File: src/rtl/fetch_unit.sv
// Instruction fetch stage: holds the PC, fetches over req/ack,
// hands instr/instr_pc to decode under valid/ready, applies redirects.
//
// Ports:
//   clk, reset            clock, synchronous active-low reset
//   imem_req/addr         fetch request and address to instruction memory
//   imem_ack/rdata        memory response (sampled only while requesting)
//   instr/instr_pc        registered instruction and its PC
//   instr_valid/ready     decode-side handshake
//   branch_en/target      branch redirect
//   exc_en                exception redirect to EXC_VECTOR (wins over branch)
//   fetch_fault           one-cycle pulse on a misaligned branch target
module fetch_unit #(
  parameter logic [63:0] RESET_PC   = 64'h0,
  parameter logic [63:0] EXC_VECTOR = 64'hD8
) (
  input  logic        clk,
  input  logic        reset,
  output logic        imem_req,
  output logic [63:0] imem_addr,
  input  logic        imem_ack,
  input  logic [31:0] imem_rdata,
  output logic [31:0] instr,
  output logic [63:0] instr_pc,
  output logic        instr_valid,
  input  logic        instr_ready,
  input  logic        branch_en,
  input  logic [63:0] branch_target,
  input  logic        exc_en,
  output logic        fetch_fault
);

  typedef enum logic [1:0] {
    IDLE,
    REQ,
    DRAIN,
    HOLD
  } state_t;

  state_t      state, state_nx;
  logic [63:0] pc, pc_nx;
  logic [63:0] held, held_nx;
  logic [31:0] instr_nx;
  logic [63:0] instr_pc_nx;
  logic        valid_nx;
  logic        fault_nx;

  logic        redir;
  logic        misal;
  logic [63:0] tgt;

  assign redir = exc_en | branch_en;
  assign misal = branch_target[1:0] != 2'b00;

  // A misaligned branch is steered to the handler instead.
  always_comb begin
    tgt = branch_target;
    if (exc_en || misal)
      tgt = EXC_VECTOR;
  end

  assign imem_req  = (state == REQ) || (state == DRAIN);
  assign imem_addr = (state == DRAIN) ? held : pc;

  always_comb begin
    state_nx    = state;
    pc_nx       = pc;
    held_nx     = held;
    instr_nx    = instr;
    instr_pc_nx = instr_pc;
    valid_nx    = instr_valid;
    // Every state but IDLE acts on a redirect.
    fault_nx    = (state != IDLE) && !exc_en
                  && branch_en && misal;
    unique case (state)
      IDLE: state_nx = REQ;
      REQ: begin
        if (redir) begin
          pc_nx = tgt;
          if (!imem_ack) begin
            // Old request is still in flight; keep its address
            // on the bus until memory answers it.
            held_nx  = pc;
            state_nx = DRAIN;
          end
        end else if (imem_ack) begin
          instr_nx    = imem_rdata;
          instr_pc_nx = pc;
          valid_nx    = 1'b1;
          pc_nx       = pc + 64'd4;
          state_nx    = HOLD;
        end
      end
      DRAIN: begin
        if (redir)
          pc_nx = tgt;
        if (imem_ack)
          state_nx = REQ;
      end
      HOLD: begin
        if (redir) begin
          valid_nx = 1'b0;
          pc_nx    = tgt;
          state_nx = REQ;
        end else if (instr_ready) begin
          valid_nx = 1'b0;
          state_nx = REQ;
        end
      end
      default: state_nx = IDLE;
    endcase
  end

  always_ff @(posedge clk) begin
    if (!reset) begin
      state       <= IDLE;
      pc          <= RESET_PC;
      held        <= RESET_PC;
      instr       <= 32'h0;
      instr_pc    <= 64'h0;
      instr_valid <= 1'b0;
      fetch_fault <= 1'b0;
    end else begin
      state       <= state_nx;
      pc          <= pc_nx;
      held        <= held_nx;
      instr       <= instr_nx;
      instr_pc    <= instr_pc_nx;
      instr_valid <= valid_nx;
      fetch_fault <= fault_nx;
    end
  end

endmodule
File: config.mk
export PLATFORM = sky130hd
export DESIGN_NAME = fetch_unit
export DESIGN_NICKNAME = d
export VERILOG_FILES = /design/src/rtl/fetch_unit.sv
export SDC_FILE = /design/constraint.sdc
export NUM_CORES = 1
export LEC_CHECK = 0
export BUFFER_PORTS_ARGS = -buffer_cell sky130_fd_sc_hd__buf_2
export CAP_MARGIN = 10
export CORE_ASPECT_RATIO = 1.2
export CORE_UTILIZATION = 54
export CTS_CLUSTER_SIZE = 10
export DETAILED_ROUTE_END_ITERATION = 8
export PLACE_DENSITY = 0.8
export SKIP_CTS_REPAIR_TIMING = 1
export SYNTH_ARGS = -nofsm -noshare
export SYNTH_HDL_FRONTEND = slang
export SYNTH_SLANG_ARGS = --single-unit
File: constraint.sdc
create_clock -name clk -period 2.6 [get_ports clk]
set_input_delay 0.13 -clock clk [delete_from_list [all_inputs] [get_ports clk]]
set_output_delay 0.13 -clock clk [all_outputs]
set_load 0.01 [all_outputs]
==> out/qor.csv, run 1 <==
metric,value,unit
run_status,"complete, but fails checks",
violations,negative hold slack,
final-hold-violation-count,7,
maxSlewHeadroom,0.4194,
p_per_area,566.6,mW/mm²
finish.utilization,0.6922,
yosys_register_bits,228,
worst_slew_pin_slew,0.8690,ns
drc,0,
cpMaxStageDelayCell,sky130_fd_sc_hd__buf_4,
count_of_buffer_and_inverter_cells_on_the_critical_path,3,
cts_tree,built,
start_util,0.5555,
worstHoldPathType,in -> reg,
grt_start_max_net_pins,71,
gpl.final_weighted_congestion,0.9402,
timing.final.max_slew_violations,0,
cp_launch_type,flip-flop,
crit_fanout,43,
final_cycle_share,0.9626,
timing.critical_path.cells,"inv_1, ha_4, buf_4, mux2_2, buf_2",
fillerInstances,1612,
syn_to_final_growth,24.62,%
synth_area,0.01133,mm²
drive_gt1_frac,0.2474,
setup.reg_to_reg.worst_slack,0.14,ns
worstPathArrival,2.37,ns
synth.lib_cells_used.distinct,67,
port_buffers,264,
synth.top_cells.by_count,"sky130_fd_sc_hd__nand2_1 (429), sky130_fd_sc_hd__dfxtp_1 (228), sky130_fd_sc_hd__a21boi_0 (169)",
ys.warnings.count,0,
syn-num-nets,1555,
drt.antenna.violating_nets,0,
highest_cell_delay_on_the_worst_timing_path,0.45,ns
tritoncts.num_buffers,26,
final_nets,1808,
wire_per_inst,17.90,µm
detail_route.iter0.violations,943,
routed_wl,35230,µm
die_y,160.7,µm
hold-worst-slack,-0.05385,ns
crit_type,reg -> out,
worstSkewPairLatency,0.52,ns
antenna_found_initial,1,
ys_dominant_reg_cell,sky130_fd_sc_hd__dfxtp_1,
synth.most_common_cell,sky130_fd_sc_hd__nand2_1,
netlist.top_cell.by_area,sky130_fd_sc_hd__dfxtp_1,
clock_skew,0.01029,ns
grt_usage,0.3084,
synth-async-reset-ratio,0,
crit_path_end_kind,output port,
synth_top_area_share,0.4029,
seq_area_frac_synth,0.4029,
die_x,134.2,µm
maximum_clock_rate,0.3995,GHz
synth.top_cells.by_area,"sky130_fd_sc_hd__dfxtp_1 (40%), sky130_fd_sc_hd__nand2_1 (14%), sky130_fd_sc_hd__a21boi_0 (11%)",
grt_pass1_vias,10890,
grt_first_pass_wirelength,54300,µm
drt_pass1_iterations,8,
hpwlAfterDp,23120,µm
layout_min_cycle_time,2.503,ns
cts_sinks,228,
cts_root_buffer,sky130_fd_sc_hd__clkbuf_16,
syn_avg_cell_area,7.824,µm²
synth-edff-count,0,
report.final.setup_viol,0,
rows,57,
ctsHtreeMaxLevel,1,
count_of_mapped_cells_out_of_synthesis,1448,
clkSlewWorstSetupHoldPaths,0.06,ns
cts-root-to-sink-buffers,3,
floorplan.core_area,0.02040,mm²
route.vias.total,11640,
irDropWorstVdd,0.4853,mV
timing.critical_path.required,2.47,ns
ratio_of_routed_vias_to_standard_cells,5.912,
io-pin-count,265,
p_leak,0.005551,µW
globalRoute.totalOverflow,0,
fp.dieArea,0.02157,mm²
critical-path-top-delay-family,buffers and inverters,
max_cap_viols,0,
-- cells by family after synthesis --
group / Yosys count / share of synthesized area
mux: 57 / 0.05610
fa+ha+maj: 5 / 0.005522
buf+inv: 154 / 0.05489
xor+xnor: 3 / 0.002320
compound gates: 370 / 0.2279
simple gates: 631 / 0.2504
flops: 228 / 0.4029
-- final cells by class --
type / count / area, µm² / area share
Inverter: 15 / 56.30 / 0.003988
Tap cell: 265 / 331.6 / 0.02348
Antenna cell: 1 / 2.502 / 0.0001772
Timing Repair Buffer: 364 / 2258 / 0.1600
Clock buffer: 29 / 683.2 / 0.04839
Sequential cell: 228 / 4564 / 0.3233
Multi-Input combinational cell: 1066 / 6222 / 0.4407
-- per-layer routing --
| metal | vias up | global-route usage | share of wire |
|---|---|---|---|
| met2 | 539 | 0.5290 | 0.50 |
| met3 | 128 | 0.04672 | 0.070 |
| met5 | - | 0 | 0 |
| met1 | 5465 | 0.3779 | 0.39 |
| met4 | 0 | 0.1430 | 0.041 |
| li1 | 5503 | - | - |
-- final timing paths --
path | startpoint | to | cells after the start
worst max-delay path | state[0] | imem_addr[38] | 5
worst min-delay path | branch_target[46] | pc[46] | 3
worst max register to register | pc[30] | pc[57] | 6
worst min register to register | instr[21] | instr[21] | 2
-- cells in the final DEF (no fill, tap or decap), types with 7 or more instances in the layout --
cell | netlist | layout
sky130_fd_sc_hd__a22oi_1 | 8 | 8
sky130_fd_sc_hd__o21ai_0 | 72 | 72
sky130_fd_sc_hd__a21oi_1 | 31 | 31
sky130_fd_sc_hd__nand3_1 | 33 | 32
sky130_fd_sc_hd__buf_4 | 3 | 44
sky130_fd_sc_hd__nor2_1 | 37 | 37
sky130_fd_sc_hd__nor4_1 | 18 | 16
sky130_fd_sc_hd__nand4_1 | 25 | 25
sky130_fd_sc_hd__inv_1 | 15 | 15
sky130_fd_sc_hd__mux2_2 | 52 | 52
sky130_fd_sc_hd__o31ai_1 | 11 | 11
sky130_fd_sc_hd__dfxtp_1 | 228 | 228
sky130_fd_sc_hd__and2_1 | 12 | 11
sky130_fd_sc_hd__nor2b_1 | 8 | 8
sky130_fd_sc_hd__a32oi_1 | 9 | 9
sky130_fd_sc_hd__a31oi_1 | 9 | 9
sky130_fd_sc_hd__nor3_1 | 22 | 22
sky130_fd_sc_hd__nand2_1 | 429 | 428
sky130_fd_sc_hd__a21boi_0 | 169 | 168
sky130_fd_sc_hd__clkbuf_16 | 0 | 27
sky130_fd_sc_hd__or3_1 | 7 | 7
sky130_fd_sc_hd__o22ai_1 | 9 | 8
sky130_fd_sc_hd__dlygate4sd3_1 | 0 | 52
sky130_fd_sc_hd__buf_2 | 21 | 263
-- power breakdown --
part	switching [µW]	internal (µW)	total (µW)
Clock	1350	1820	3170
Sequential	73.1	3560	3630
Combinational	731	465	1200
-- sequential cells by signal, indices dropped and copies added, names as in the netlist --
name,count
instr,32
state,2
held,64
pc,64
fetch_fault,1
instr_pc,64
instr_valid,1
-- per-stage QoR --
stage               setup TNS, ns  cells  setup WS, ns  total power, µW  area (µm²)
global route            -0.005220   1968     -0.003527             8254       14120
global placement                0   1886        0.1754             4788       12910
detailed placement              0   1886       0.07354             4809       12910
CTS                      -0.06346   1915      -0.04150             7948       13600
finish                          0   1968       0.09717             8000       14120
floorplan                       0   1448        0.3252             4353       11330
-- worst register-to-register path, cell delays in order (launching register included) --
cell and delay (ns):
sky130_fd_sc_hd__dfxtp_1 0.50, sky130_fd_sc_hd__nand4_1 0.27, sky130_fd_sc_hd__nor4_4 0.52, sky130_fd_sc_hd__nand4_2 0.35, sky130_fd_sc_hd__or4_1 0.49, sky130_fd_sc_hd__a21oi_1 0.15, sky130_fd_sc_hd__o21a_1 0.12
Note: power is estimated with default switching activity, not from simulation.
==> run 2, diff against run 1 <==
Settings changed: ABC_AREA set to 1, CTS_BUF_LIST set to sky130_fd_sc_hd__clkbuf_8 sky130_fd_sc_hd__clkbuf_16.
==> run 2 against run 1 <==
Compared with the run above: the flow still finishes with violations (negative hold slack); register-to-register slack gained 0.15 ns; die area grew 3.6%; sequential share of layout area is 1.0 points lower; utilization shrank 0.15 points; cell count up 19%; largest cell class unchanged.
==> out/qor.csv, run 2 <==
metric,value,unit
timing.final.max_slew_violations,0,
worst_setup_slack_final,0.2048,ns
rows,58,
cts_sinks,228,
violations,negative hold slack,
synth.area.mux_share,0,
floorplan.core_area,0.02112,mm²
die_x,136.6,µm
clkSlewWorstSetupHoldPaths,0.06,ns
registers_with_the_most_flip_flops,"held x64, instr_pc x64, pc x64",
worstSkewPairLatency,0.53,ns
count_of_mapped_cells_out_of_synthesis,1793,
synth.lib_cells_used.distinct,42,
worstPathArrival,2.27,ns
run_status,"complete, but fails checks",
hold-worst-slack,-0.05269,ns
timing.critical_path.required,2.47,ns
total_non_filler_cell_area_in_the_finished_layout,0.01459,mm²
worst_slew_pin_slew,0.6429,ns
synth-async-reset-ratio,0,
crit_type,reg -> out,
netlist.top_cell.by_area,sky130_fd_sc_hd__dfxtp_1,
hpwlAfterDp,28190,µm
synth.most_common_cell,sky130_fd_sc_hd__nand2_1,
synth.top_cells.by_area,"sky130_fd_sc_hd__dfxtp_1 (39%), sky130_fd_sc_hd__nand2_1 (13%), sky130_fd_sc_hd__a21oi_1 (11%)",
synth_top_area_share,0.3887,
synth_area,0.01174,mm²
grt_pass1_vias,11910,
maxSlewHeadroom,0.5714,
crit_fanout,97,
fp.dieArea,0.02234,mm²
cts_tree,built,
irDropWorstVdd,0.5112,mV
ratio_of_routed_vias_to_standard_cells,5.647,
route.vias.total,13240,
place_worst_setup_slack,0.4674,ns
grt_usage,0.3422,
seq_area_frac_synth,0.3887,
drt.antenna.violating_nets,0,
mostFrequentLayoutCell,sky130_fd_sc_hd__nand2_1,
final_cycle_share,0.9212,
globalRoute.totalOverflow,0,
wire_per_inst,17.32,µm
dpl_cell_area,0.01329,mm²
synth-compound-area-share,0.2289,
grt_start_max_net_pins,128,
die_y,163.5,µm
post_synth_xor_area_fraction,0.0007458,
synth-edff-count,0,
maximum_clock_rate,0.4175,GHz
synth_simple_gate_area_frac,0.2646,
synth_top_family_by_area,simple AND/OR/NAND/NOR gates,
most-common-layout-cells,"sky130_fd_sc_hd__nand2_1 (420), sky130_fd_sc_hd__buf_2 (264), sky130_fd_sc_hd__a21oi_1 (261)",
final.setup.tns,0,ns
drc,0,
detail_route.iter0.violations,1249,
num_antenna_cells,0,
clock_skew,0.01288,ns
max_cap_viols,0,
antenna_found_initial,0,
setup.reg_to_reg.worst_slack,0.29,ns
ff_to_ff_start,state[1],
gpl.final_weighted_congestion,1.017,
drive_gt1_frac,0.1928,
cp_launch_type,flip-flop,
p_leak,0.005855,µW
port_buffers,264,
critical_path.startpoint,state[0],
tritoncts.num_buffers,26,
drt_pass1_iterations,5,
ys_dominant_reg_cell,sky130_fd_sc_hd__dfxtp_1,
start_util,0.5561,
fillerInstances,1833,
unrepaired_setup_endpoints_after_global_routing,false,
cts-root-to-sink-buffers,3,
ctsHtreeMaxLevel,1,
final_nets,2181,
synth-adder-area-share,0.005327,
yosys_register_bits,228,
layout_min_cycle_time,2.395,ns
io-pin-count,265,
ys.warnings.count,0,
p_per_area,628.2,mW/mm²
holdCritStartpoint,imem_rdata[30],
crit_path_end_kind,output port,
report.final.setup_viol,0,
cts_root_buffer,sky130_fd_sc_hd__clkbuf_16,
final-hold-violation-count,20,
syn-num-nets,1900,
syn_to_final_growth,24.21,%
routed_wl,40620,µm
syn_avg_cell_area,6.550,µm²
grt_first_pass_wirelength,60390,µm
worstHoldPathType,in -> reg,
synth.top_cells.by_count,"sky130_fd_sc_hd__nand2_1 (421), sky130_fd_sc_hd__a21oi_1 (261), sky130_fd_sc_hd__dfxtp_1 (228)",
==> run 2: worst paths after layout <==
path                    to  cells past startpoint
min              instr[30]                      3
max          imem_addr[39]                      6
max reg2reg          pc[7]                      8
min reg2reg   instr_pc[52]                      2
==> run 2: cells by family after synthesis <==
group,after synthesis
AOI/OAI and AO/OA,524
xor gates and xnor gates,1
adders and majority gates,5
buffers and inverters,332
DFF,228
and+or+nand+nor,703
==> run 2: cell type report <==
class,instances,area (µm²),area share
clock inverters,2,7.507,0.0005147
inverters,224,840.8,0.05764
flip-flops and latches,228,4564,0.3129
well taps,270,337.8,0.02316
repair buffers,361,2268,0.1555
multi-input cells,1233,5892,0.4039
clock buffers,27,675.6,0.04632
==> run 2: power breakdown <==
part           internal (µW)  switching [µW]  leakage, µW  total, µW
clock network           1810            1390     0.000343       3190
logic                    679            1310      0.00366       1990
registers               3720             259      0.00185       3980
total                   6210            2950      0.00586       9160
==> run 2: worst max-delay path, stage by stage (launching register included) <==
cell and delay, ns:
sky130_fd_sc_hd__dfxtp_1 0.34, sky130_fd_sc_hd__inv_1 0.14, sky130_fd_sc_hd__ha_2 0.25, sky130_fd_sc_hd__buf_6 0.52, sky130_fd_sc_hd__nand2_1 0.15, sky130_fd_sc_hd__o21ai_0 0.12, sky130_fd_sc_hd__buf_2 0.17
==> run 2: per-stage QoR <==
step / instances / hold slack (ns) / total power, µW / util
final: 2345 / -0.05269 / 9163 / 0.6907
after global routing: 2345 / 0.003398 / 9536 / 0.6907
after CTS: 2284 / -0.1531 / 9061 / 0.6616
after detailed placement: 2255 / 0.4042 / 5896 / 0.6293
after global placement: 2255 / 0.3978 / 5858 / 0.6293
after floorplan: 1793 / 0.2067 / 5187 / -
==> run 2: per-layer routing <==
layer / GRT usage / vias to the layer above / part of all wire
li1: - / 6374 / -
met1: 0.4119 / 6001 / 0.39
met2: 0.5907 / 718 / 0.49
met3: 0.04842 / 150 / 0.080
met4: 0.1692 / 0 / 0.045
met5: 0 / - / 0
